<file path="config.mk">
export PLATFORM = sky130hd
export DESIGN_NAME = enc_selector
export DESIGN_NICKNAME = d
export VERILOG_FILES = /design/src/rtl/enc_selector.sv
export SDC_FILE = /design/constraint.sdc
export NUM_CORES = 1
export LEC_CHECK = 0
export BUFFER_PORTS_ARGS = -buffer_cell sky130_fd_sc_hd__buf_2
export CORE_ASPECT_RATIO = 0.7
export CORE_UTILIZATION = 50
export DETAILED_ROUTE_END_ITERATION = 8
export GPL_TIMING_DRIVEN = 0
export PLACE_DENSITY_LB_ADDON = 0.08
export SKIP_LAST_GASP = 1
export SLEW_MARGIN = 30
export SYNTH_ARGS = -nofsm -noshare
export SYNTH_HDL_FRONTEND = slang
export SYNTH_SLANG_ARGS = --single-unit
</file>
<file path="constraint.sdc">
create_clock -name clk_i -period 3.6 [get_ports clk_i]
set_input_delay 0.18 -clock clk_i [delete_from_list [all_inputs] [get_ports clk_i]]
set_output_delay 0.18 -clock clk_i [all_outputs]
set_load 0.02 [all_outputs]
</file>
<file path="src/rtl/enc_selector.sv">
// RS encoder output stage: assembles one ENC_SYM-symbol word per cycle from the message and
// parity buffers and adds codeword framing. Define ENC_SEL_CHK_EN to add the sticky sel_err_o.
module enc_selector #(
  parameter int unsigned SYM_WID         = 8,
  parameter int unsigned ENC_SYM         = 4,
  parameter int unsigned RSC_MES_LEN     = 11,
  parameter int unsigned RSC_PAR_LEN     = 4,
  parameter int unsigned RSC_COD_LEN     = 15,
  parameter int unsigned ENC_MES_BUF_DEP = 8,
  parameter int unsigned ENC_PAR_BUF_DEP = 8,
  localparam int unsigned ReqW  = $clog2(ENC_SYM + 1),
  localparam int unsigned MOffW = $clog2(ENC_MES_BUF_DEP + 1),
  localparam int unsigned POffW = $clog2(ENC_PAR_BUF_DEP + 1),
  localparam int unsigned LaneW = $clog2(ENC_SYM)
) (
  input  logic                               clk_i,
  input  logic                               rst_i,
  input  logic [1:0]                         sel_phase_i,
  input  logic [ReqW-1:0]                    sel_request_i,
  input  logic [MOffW-1:0]                   sel_mes_offset_i,
  input  logic [POffW-1:0]                   sel_par_offset_i,
  input  logic [ENC_MES_BUF_DEP*SYM_WID-1:0] mes_buf_i,
  input  logic [ENC_PAR_BUF_DEP*SYM_WID-1:0] par_buf_i,
  output logic                               out_valid_o,
  output logic [ENC_SYM*SYM_WID-1:0]         out_data_o,
  output logic                               out_sop_o,
  output logic [LaneW-1:0]                   out_sop_lane_o,
  output logic                               out_eop_o,
  output logic [LaneW-1:0]                   out_eop_lane_o,
`ifdef ENC_SEL_CHK_EN
  output logic                               sel_err_o,
`endif
  output logic [15:0]                        out_cw_cnt_o
);

  localparam int unsigned PosW  = $clog2(RSC_COD_LEN);
  localparam int unsigned MIdxW = MOffW + 1;
  localparam int unsigned PIdxW = POffW + 1;

  localparam logic [1:0] SelIdl = 2'd0;
  localparam logic [1:0] SelPar = 2'd1;
  localparam logic [1:0] SelMes = 2'd2;

  logic                       valid_q, valid_d;
  logic [ENC_SYM*SYM_WID-1:0] data_q, data_d;
  logic                       sop_q, sop_d;
  logic [LaneW-1:0]           sop_lane_q, sop_lane_d;
  logic                       eop_q, eop_d;
  logic [LaneW-1:0]           eop_lane_q, eop_lane_d;
  logic [15:0]                cnt_q, cnt_d;
  logic [PosW-1:0]            pos_q, pos_d;

  int unsigned      req;
  int unsigned      pos_sum;
  int unsigned      pos_wrap;
  logic             is_valid;
  logic [MIdxW-1:0] mes_idx;
  logic [PIdxW-1:0] par_idx;

  // Word composition: each lane picks either a message or a parity symbol; indices past the
  // buffer depth read as zero.
  always_comb begin
    req      = (int'(sel_request_i) > int'(ENC_SYM)) ? ENC_SYM : int'(sel_request_i);
    is_valid = (sel_phase_i == SelMes) || (sel_phase_i == SelPar);
    mes_idx  = '0;
    par_idx  = '0;
    data_d   = '0;
    for (int unsigned i = 0; i < ENC_SYM; i++) begin
      if ((sel_phase_i == SelMes && i < req) ||
          (sel_phase_i == SelPar && i >= ENC_SYM - req)) begin
        mes_idx = {1'b0, sel_mes_offset_i} +
                  MIdxW'((sel_phase_i == SelMes) ? i : i - (ENC_SYM - req));
        if (int'(mes_idx) < int'(ENC_MES_BUF_DEP)) begin
          data_d[i*SYM_WID +: SYM_WID] = mes_buf_i[int'(mes_idx)*SYM_WID +: SYM_WID];
        end
      end else begin
        par_idx = {1'b0, sel_par_offset_i} +
                  PIdxW'((sel_phase_i == SelMes) ? i - req : i);
        if (int'(par_idx) < int'(ENC_PAR_BUF_DEP)) begin
          data_d[i*SYM_WID +: SYM_WID] = par_buf_i[int'(par_idx)*SYM_WID +: SYM_WID];
        end
      end
    end
  end

  // Framing and lane-0 position tracking.
  always_comb begin
    pos_sum    = int'(pos_q) + ENC_SYM;
    pos_wrap   = (pos_sum >= RSC_COD_LEN) ? pos_sum - RSC_COD_LEN : pos_sum;
    valid_d    = is_valid;
    sop_d      = sop_q;
    sop_lane_d = sop_lane_q;
    eop_d      = eop_q;
    eop_lane_d = eop_lane_q;
    pos_d      = pos_q;
    if (is_valid) begin
      sop_d      = 1'b0;
      sop_lane_d = '0;
      eop_d      = 1'b0;
      eop_lane_d = '0;
      pos_d      = PosW'(pos_wrap);
      if (sel_phase_i == SelMes) begin
        sop_d = (pos_q == '0);
      end else if (req > 0 && req < ENC_SYM) begin
        // Boundary word: parity tail of one codeword followed by the head of the next.
        eop_d      = 1'b1;
        eop_lane_d = LaneW'(ENC_SYM - req - 1);
        sop_d      = 1'b1;
        sop_lane_d = LaneW'(ENC_SYM - req);
        pos_d      = PosW'(req);
      end else if (req == 0 && pos_sum >= RSC_COD_LEN) begin
        eop_d      = 1'b1;
        eop_lane_d = LaneW'(RSC_COD_LEN - 1 - int'(pos_q));
        pos_d      = PosW'(pos_sum - RSC_COD_LEN);
      end
    end
    cnt_d = cnt_q + {15'd0, is_valid & eop_d};
  end

  always_ff @(posedge clk_i) begin
    if (rst_i) begin
      valid_q    <= 1'b0;
      data_q     <= '0;
      sop_q      <= 1'b0;
      sop_lane_q <= '0;
      eop_q      <= 1'b0;
      eop_lane_q <= '0;
      cnt_q      <= '0;
      pos_q      <= '0;
    end else begin
      valid_q    <= valid_d;
      sop_q      <= sop_d;
      sop_lane_q <= sop_lane_d;
      eop_q      <= eop_d;
      eop_lane_q <= eop_lane_d;
      cnt_q      <= cnt_d;
      pos_q      <= pos_d;
      if (is_valid) begin
        data_q <= data_d;
      end
    end
  end

`ifdef ENC_SEL_CHK_EN
  logic err_q, err_d;

  always_comb begin
    err_d = err_q;
    if (is_valid &&
        ((int'(sel_mes_offset_i) + req > ENC_MES_BUF_DEP) ||
         (int'(sel_par_offset_i) + (ENC_SYM - req) > ENC_PAR_BUF_DEP) ||
         (int'(sel_request_i) > int'(ENC_SYM)))) begin
      err_d = 1'b1;
    end
    if (sel_phase_i != SelIdl && !is_valid) begin
      err_d = 1'b1;
    end
  end

  always_ff @(posedge clk_i) begin
    if (rst_i) begin
      err_q <= 1'b0;
    end else begin
      err_q <= err_d;
    end
  end

  assign sel_err_o = err_q;
`endif

  assign out_valid_o    = valid_q;
  assign out_data_o     = data_q;
  assign out_sop_o      = sop_q;
  assign out_sop_lane_o = sop_lane_q;
  assign out_eop_o      = eop_q;
  assign out_eop_lane_o = eop_lane_q;
  assign out_cw_cnt_o   = cnt_q;

endmodule

</file>
## After elaboration in Yosys (flattened, before gate mapping)

Index checks and enable logic that the tools add are counted.

- Flip-flop bits (word level): 59
- Latch bits: 0
- Bits in writable memories: 0
- ROM bits: 0
- Input bits: 143
- Output and inout port bits: 55
- Logic and storage cells: 114
- Memories: 0

- Add/sub/neg operators: 22
- $mul: 0
- Div/mod/pow operators: 0
- $lt $le $gt $ge: 20
- Eq/ne operators: 2
- Shifts and indexed selects: 8
- Muxes and demuxes: 36
- Bitwise operators: 1
- Reduce and logical (&&, ||, !) cells: 17

Operators by type and width:

| cell | number |
|---|---|
| indexed part select 64 x 9 -> 8 bit | 8 |
| two-way mux 8 bit | 12 |
| greater-or-equal comparator 1 x 32 -> 1 bit (first input constant) | 2 |
| greater-or-equal comparator 2 x 32 -> 1 bit (first input constant) | 2 |
| adder 4 x 5 -> 5 bit | 8 |
| less-than comparator 5 x 4 -> 1 bit (second input constant) | 8 |
| two-way mux 5 bit | 8 |
| logical NOT 32 bit | 1 |
| adder 16 x 1 -> 16 bit | 1 |
| two-way mux 4 bit | 4 |
| logical AND 1 bit | 10 |
| two-way mux 2 bit | 5 |
| subtractor 1 x 5 -> 5 bit (first input constant) | 2 |
| subtractor 2 x 5 -> 5 bit (first input constant) | 2 |
| subtractor 1 x 3 -> 4 bit (first input constant) | 2 |
| subtractor 2 x 3 -> 4 bit (first input constant) | 2 |
| less-than comparator 1 x 3 -> 1 bit (first input constant) | 2 |
| less-than comparator 2 x 3 -> 1 bit (first input constant) | 2 |
| two-way mux 1 bit | 6 |
| adder 4 x 3 -> 5 bit (second input constant) | 1 |
| greater-or-equal comparator 5 x 4 -> 1 bit (second input constant) | 1 |
| logical OR 1 bit | 5 |
| logical NOT 4 bit | 1 |
| subtractor 3 x 3 -> 4 bit (first input constant) | 1 |
| other kinds (10) | 10 |

## Longest topological paths before layout

Gate-level depths: netlist of the first run.

- Depth after elaboration: 10
- Depth in mapped cells: 17
- Gate-level depth less buffers: 15

## Worst setup path before layout of the first run

OpenSTA, ideal clock, no wires.

- Path kind: input to register
- Start: input port sel_request_i[2]
- End: register data_q[14], in the netlist out_data_o[14]
- Library setup time: 0.132 ns
- Data arrival time: 3.293 ns
- Data required time: 3.468 ns
- Slack: 0.175 ns
- Cell stages on the path: 16
- Path buffers: 2
- Cells stage by stage: buf_6 > nor2b_1 > inv_1 > ha_1 > inv_1 > ha_1 > inv_1 > ha_1 > nor2b_1 > ha_1 > xnor2_1 > buf_2 > mux4_2 > a21o_1 > a211oi_1 > nor3_1

- Cells in the longest elaborated chain, start to end: 9
- Elaborated cells between the ends (all ways): 21
- Classes of those cells: add/sub (5); order compare (5); shift (2); mux (6); reduce/logical (3)

Ends and longest elaborated chain:

| what | line | RTL |
|---|---|---|
| start: declaration | 19 | `input logic [ReqW-1:0] sel_request_i,` |
| greater-than comparator 3 bit | 63 | `req = (int'(sel_request_i) > int'(ENC_SYM)) ? ENC_SYM : int'(sel_request_i);` |
| two-way mux 3 bit * | 63 |  |
| subtractor 3 x 3 -> 4 bit | - |  |
| subtractor 1 x 5 -> 5 bit | 72 | `MIdxW'((sel_phase_i == SelMes) ? i : i - (ENC_SYM - req));` |
| two-way mux 5 bit | 72 |  |
| adder 4 x 5 -> 5 bit | 71 | `mes_idx = {1'b0, sel_mes_offset_i} +` |
| indexed part select 64 x 9 -> 8 bit or less-than comparator 5 x 4 -> 1 bit (tied branches) | 74, 73 |  |
| two-way mux 8 bit | 73 | `if (int'(mes_idx) < int'(ENC_MES_BUF_DEP)) begin` |
| two-way mux 8 bit * | 69 | `if ((sel_phase_i == SelMes && i < req) \|\|` |
| end signal: assignment | 139 | `data_q <= data_d;` |
| end: declaration | 45 | `logic [ENC_SYM*SYM_WID-1:0] data_q, data_d;` |

Mark *: on every way between the ends. The rest lies on a longest branch, timed or not.
A chain may end at the register's enable or synchronous reset.

## Worst setup path in the final report of the first run

- Start: input port sel_phase_i[0]
- End: register data_q[22], in the netlist out_data_o[22]

- Cells in the longest elaborated chain, start to end: 6
- Elaborated cells between the ends (all ways): 17
- Classes of those cells: add/sub (2); order compare (2); eq/ne (2); shift (2); mux (5); reduce/logical (4)

Ends and longest elaborated chain:

| what | line | RTL |
|---|---|---|
| start: declaration | 18 | `input logic [1:0] sel_phase_i,` |
| equality test 2 bit | - |  |
| two-way mux 5 bit (on tied branches) | 78, 72 |  |
| adder 4 x 5 -> 5 bit (on tied branches) | 77, 71 |  |
| indexed part select 64 x 9 -> 8 bit, or another cell as far along | 80 | `data_d[i*SYM_WID +: SYM_WID] = par_buf_i[int'(par_idx)*SYM_WID +: SYM_WID];` |
| two-way mux 8 bit (on tied branches) | 79, 73 |  |
| two-way mux 8 bit | 69 |  |

Parallel ways exist; a longest one is shown, timed or not.

==> metrics.txt, run 1 <==
vias in the first global route=7260; Nets=around 1200; Final TNS setup=0 ps; Leak Pwr=~4.1 nW; post-CTS setup buffers=0; cell taking the most area after synthesis=dfxtp_1; Die Span X=between 100 and 150 µm; largest family of logic cells by synthesized area=multiplexers; layout cells sized above 1=0.367; Rows=36; Worst Hold Path EP=pos_q[2]; Clk Tree Root Cell=clkbuf_16; final wirelength=24.9 mm; Routability Congestion=0.959; initial antenna violation count=0; Synth Area in Compound Gates=0.153; DIE AREA=about 15000 µm²; EDFF count, synth=0; Post-Synth Simple-Gate Area=0.149; # port buffers=slightly below 200; total chip power=3.37 mW; Slew @ Worst Pin=approximately 990 ps; CTS tree=yes; Clk Latency, worst-skew pair=~330 ps; crit end category=register; final hold vios=0; first-pass GRT wire length=slightly below 40 mm; final worst path period share=0.947; WL per Instance=between 20 and 25 µm; max_slew headroom=0.338; min-delay src=sel_request_i[2]; htree depth=3; CTS buffer count=9; Setup violations, final=0; core area=approximately 14000 µm²; Critical Setup Path Class=in2reg; Finished Core Util=0.640; leading post-synthesis cells by cell area=dfxtp_1 (16%), mux4_2 (13%), mux2_2 (12%), mux2i_1 (8.6%), ha_1 (8.3%); CP Data Arrival Time=3620 ps; post-placement setup slack=-699 ps; area grow syn2layout=22.2%; RSZ-0062 raised after global routing=true; CTS max path bufs=2; Starting Density=0.523; hold_ws=~310 ps; Die Ht=around 100 µm; Clock transition at path regs=about 50 ps; Adder-Cell Fraction of Synth Area=0.104; prevailing post-synth register cell=dfxtp_1; post-synthesis mux area share=0.355; XOR/XNOR Fraction of Synth Area=0.0342; Max Fclk=between 200 and 300 MHz; Critical Path Fanout Max=10; Async SR Flop Fraction=0; Via Count=between 7000 and 8000; routed vias/inst=roughly 6.3; Final Slew Violations=0; final setup skew=4.83 ps; reg-to-reg startpoint=pos_q[2]; syn avg cell area=around 9.3 µm²; worst setup margin=189 ps; # clock sinks=59; DR pass1 iterations=5; reg2reg path depth=14; crit path launch type=input port; share of the synthesized area in the top cell type=0.159; largest net degree at the start of global routing=11; yosys warns=0; DRT antenna net count=0; n_diodes=0; worst hold stages=5; IO Count=about 200; Hold Path Class=in2reg; Mapped Area=7430 µm²; Post-DP HPWL=19.8 mm; Distinct cells, synth=57; grt total ovfl=0; R2R setup slack=550 ps; Max Cap Viol=0; first-iteration detailed-routing DRC count=736; outcome=completed; critical path data required time=3810 ps; peak supply drop=~0.23 mV; sequential area share after synthesis=0.159; GRT Resource Usage Total=0.325; Layout fillers=1194; register bit total from synthesis=59; Period minus WS final=roughly 3400 ps; power per cell area=between 300 and 400 nW/µm²; # DRC=0; reg2reg end=out_cw_cnt_o[10]; synthesized instance count=roughly 800
power breakdown:
| part | switching, mW | internal, mW | total, mW | leakage, nW |
|---|---|---|---|---|
| logic | 0.960 | 0.809 | 1.77 | 3.44 |
| registers | 0.0373 | 0.699 | 0.737 | 0.481 |
| clock network | 0.292 | 0.568 | 0.861 | 0.146 |
| total | 1.29 | 2.08 | 3.37 | 4.07 |
worst max-delay path, cell delays in order:
cell and delay (ps):
buf_2 110, inv_1 50, ha_1 140, buf_2 220, inv_1 140, nor2_1 210, ha_1 240, inv_1 90
fa_1 500, buf_1 400, clkbuf_1 580, mux4_2 410, a221o_1 340
per-layer routing:
layer	up-vias	global-route usage	part of all wire
met5	-	0	0
met1	3573	0.471	0.45
li1	3463	-	-
met2	472	0.481	0.43
met3	61	0.0579	0.098
met4	0	0.111	0.028
flip-flops by register name, indices dropped and copies added (netlist names):
signal / cells
pos_q: 4
out_eop_lane_o: 2
out_valid_o: 1
out_sop_o: 1
out_cw_cnt_o: 16
out_eop_o: 1
out_sop_lane_o: 2
out_data_o: 32
stage by stage:
| step | area (µm²) | instances |
|---|---|---|
| floorplan | 7430 | 799 |
| global placement | 8650 | 1184 |
| detailed placement | 8690 | 1185 |
| CTS | 9000 | 1200 |
| global route | 9080 | 1197 |
| finish | 9080 | 1197 |
cells by family (layout without fill, tap and decap cells):
| kind of cell | after synthesis | in the layout |
|---|---|---|
| fa+ha+maj | 57 | 57 |
| flops | 59 | 59 |
| simple gates | 216 | 216 |
| mux | 192 | 192 |
| buf+inv | 82 | 290 |
| xor+xnor | 29 | 29 |
| other cells | 1 | 3 |
| compound gates | 161 | 161 |
placed cells by master, fill, tap and decap left out, drive strengths merged, types with 7 or more instances in the layout:
cell     netlist  layout
buf           20     214
mux2          80      80
mux2i         64      64
dfxtp         59      59
ha            49      49
mux4          48      48
nor2          47      47
nor2b         44      44
clkbuf        31      42
nand2         38      38
nor3          34      34
o22ai         33      33
inv           31      31
a21oi         20      20
o21ai         19      19
a211oi        17      17
xor2          15      15
a21o          14      14
xnor2         14      14
nand2b        13      13
nand3         12      12
a32oi          9       9
a22oi          9       9
a311oi         8       8
a221o          8       8
fa             8       8
a2111oi        7       7
repair_timing:
action                     CTS  global route
setup endpoints to repair   13            31
resized for setup            5            34
hold buffers                 0             0
cell usage after synthesis, drive strengths merged, types with 2 or more instances:
cell type  instances
mux2              80
mux2i             64
dfxtp             59
ha                49
mux4              48
nor2              47
nor2b             44
nand2             38
nor3              34
o22ai             33
clkbuf            31
inv               31
a21oi             20
buf               20
o21ai             19
a211oi            17
xor2              15
a21o              14
xnor2             14
nand2b            13
nand3             12
a22oi              9
a32oi              9
a221o              8
a311oi             8
fa                 8
a2111oi            7
or3                5
nand3b             4
o21a               4
and2               3
and3               3
a22o               2
a31oi              2
and4               2
nand4              2
nor4               2
o2111ai            2
or2                2
or4                2
worst max path at each step:
stage | slack [ps] | cells past startpoint | end | startpoint
after CTS | -30 | 16 | out_data_o[13] | sel_request_i[0]
after detailed placement | -700 | 16 | out_data_o[13] | sel_request_i[0]
after global placement | -710 | 16 | out_data_o[13] | sel_request_i[0]
final | 190 | 13 | out_data_o[22] | sel_phase_i[0]
after global routing | -30 | 17 | out_data_o[12] | sel_phase_i[0]
after floorplan | 180 | 16 | out_data_o[14] | sel_request_i[2]
layout make-up:
| type | count | area (µm²) | area share |
|---|---|---|---|
| multi-input combinational | 658 | 6030 | 0.664 |
| buffer | 48 | 233 | 0.0256 |
| sequential | 59 | 1180 | 0.130 |
| tap | 190 | 238 | 0.0262 |
| timing repair buffer | 196 | 983 | 0.108 |
| inverter | 31 | 116 | 0.0128 |
| clock buffer | 13 | 260 | 0.0287 |
| clock inverter | 2 | 35.0 | 0.00386 |
Note: power is estimated with default switching activity, not from simulation.
==> inputs of run 2 (changes only) <==
RECOVER_POWER = 50   (was default)
==> run 2 against run 1 <==
Net effect: routed wire length hardly changed; clock power is 0.5% higher; critical path depth is 2 higher; final area is 0.76% lower; total power is 0.14% lower; flip-flop and latch count stayed put; setup slack worse by 37 ps; register-to-register slack hardly changed; non-clock buffer count stayed put; core utilization is 0.48 points lower; clock-buffer cell count stayed put; critical endpoint is now out_data_o[31].
==> metrics.txt, run 2 (synthesized netlist as in run 1, its figures left out) <==
WL per Instance=20.8 µm (about the same); worst path cell trace=buf_2 > inv_1 > ha_1 > buf_2 > nor2_2 > nand2_1 > ha_1 > inv_1 > fa_1 > xnor2_4 > buf_2 > mux4_2 > nand2b_1 > a311oi_1 > nor3_1 (was buf_2 > inv_1 > ha_1 > buf_2 > inv_1 > nor2_1 > ha_1 > inv_1 > fa_1 > buf_1 > clkbuf_1 > mux4_2 > a221o_1); DR pass1 iterations=5 (unchanged); outcome=completed (unchanged); final setup skew=4.89 ps (was 4.83 ps); Nets=1203 (unchanged); GRT Resource Usage Total=0.325 (unchanged); reg2reg end=out_cw_cnt_o[10] (unchanged); IO Count=198 (unchanged); # clock sinks=59 (unchanged); core area=14200 µm² (unchanged); first-iteration detailed-routing DRC count=683 (was 736); initial antenna violation count=0 (unchanged); reg-to-reg startpoint=pos_q[2] (unchanged); Max Fclk=290 MHz (was 293 MHz); Clk Tree Root Cell=clkbuf_16 (unchanged); most frequent CP cell=buf_2 (was inv_1); max_slew headroom=0.314 (was 0.338); Post-DP Area=8690 µm² (unchanged); worst hold stages=5 (unchanged); grt total ovfl=0 (unchanged); first-pass GRT wire length=39.0 mm (unchanged); final instance area=9010 µm² (was 9080 µm²); max FFs per register=32 (unchanged); critical path data required time=3790 ps (was 3810 ps); critical path depth in cells=15 (was 13); # DRC=0 (unchanged); R2R setup slack=560 ps (was 550 ps); Leak Pwr=3.84 nW (was 4.07 nW); htree depth=3 (unchanged); Max Cap Viol=0 (unchanged); Layout fillers=1227 (was 1194); Via Count=7578 (was 7569); peak supply drop=0.231 mV (was 0.230 mV); power per cell area=373 nW/µm² (was 371 nW/µm²); reg2reg path depth=14 (unchanged); leading cell type in the layout, fill and taps excluded=buf_2 (unchanged); hold_ws=295 ps (was 311 ps); Critical Path Fanout Max=10 (unchanged); final wirelength=24.8 mm (was 24.9 mm); Die Ht=104 µm (unchanged); Setup violations, final=0 (unchanged); min-delay src=sel_request_i[2] (unchanged); Routability Congestion=0.959 (unchanged); final hold vios=0 (unchanged); Worst Hold Path EP=pos_q[2] (unchanged); CTS buffer count=9 (unchanged); CP bufs+invs=5 (was 7); slowest CP cell=fa_1 (was clkbuf_1); crit end category=register (unchanged); commonest non-fill, non-tap cells in the layout=buf_2 (150), mux2_2 (80), clkbuf_1 (78) (was buf_2 (205), mux2_2 (80), mux2i_1 (64)); Slew @ Worst Pin=1020 ps (was 989 ps); Hold Path Class=in2reg (unchanged); area grow syn2layout=21.3% (was 22.2%); Starting Density=0.523 (unchanged); Cells after DPL=1185 (unchanged); CTS tree=yes (unchanged); final worst path period share=0.958 (was 0.947); Post-DP HPWL=19.8 mm (unchanged); Clock transition at path regs=50 ps (about the same); Worst setup startpoint=sel_phase_i[0] (unchanged); # port buffers=195 (unchanged); Final Slew Violations=0 (unchanged); Clk Latency, worst-skew pair=330 ps (about the same); CP top delay family=buffers and inverters (unchanged); fin cells=1197 (unchanged); DRT antenna net count=0 (unchanged); RSZ-0062 raised after global routing=true (unchanged); Critical Setup Path Class=in2reg (unchanged); DIE AREA=15400 µm² (unchanged); vias in the first global route=7260 (unchanged); Die Span X=148 µm (unchanged); CP max stage delay=530 ps (was 580 ps); cts hold-fix bufs=0 (unchanged); crit path launch type=input port (unchanged); routed vias/inst=6.33 (was 6.32); total chip power=3.36 mW (was 3.37 mW); CTS max path bufs=2 (unchanged); Rows=36 (unchanged); n_diodes=0 (unchanged); Period minus WS final=3450 ps (was 3410 ps); layout cells sized above 1=0.313 (was 0.367); CP Data Arrival Time=3640 ps (was 3620 ps); largest net degree at the start of global routing=11 (unchanged)
## run 2: how the worst max path moves through the flow
stage               slack (ps)             end
floorplan                  180  out_data_o[14]
global placement          -710  out_data_o[13]
detailed placement        -700  out_data_o[13]
CTS                        -30  out_data_o[13]
global route               -30  out_data_o[12]
finish                     150  out_data_o[31]
## run 2: report_power, final
group | leakage [nW] | internal [mW] | total, mW | switching (mW)
Sequential | 0.481 | 0.699 | 0.738 | 0.0389
Combinational | 3.22 | 0.798 | 1.76 | 0.960
Clock | 0.146 | 0.568 | 0.865 | 0.297
## run 2: metal layers
layer  share of wire  track usage  up-vias
met5               0            0        -
met4           0.026        0.111        0
met3           0.098       0.0579       53
met2            0.43        0.481      451
met1            0.45        0.471     3611
li1                -            -     3463
## run 2: area by class of cell
cell class	count	area [µm²]	area share
clock buffers	13	260	0.0289
multi-input cells	658	6030	0.669
plain buffers	48	233	0.0258
well taps	190	238	0.0264
flip-flops and latches	59	1180	0.131
clock inverters	2	35.0	0.00389
inverters	31	116	0.0129
repair buffers	196	915	0.102
## run 2: tightest hold or removal path: stages
cell	delay [ps]
buf_6	130
nor2_1	100
a31oi_1	40
nor2_1	80
nor3_1	50
## run 2: per-stage QoR
| step | TNS (ps) | util | setup WS [ps] |
|---|---|---|---|
| after floorplan | 0 | - | 175 |
| after global placement | -16000 | 0.610 | -705 |
| after detailed placement | -10530 | 0.612 | -699 |
| after CTS | -26.2 | 0.634 | -26.2 |
| after global routing | -35.3 | 0.635 | -29.3 |
| final | 0 | 0.635 | 152 |
## run 2: timing repair
item,4_1_cts,5_1_grt
gates resized for setup,5,34
setup buffers,0,0
setup endpoints to repair,13,31
pin swaps,0,0
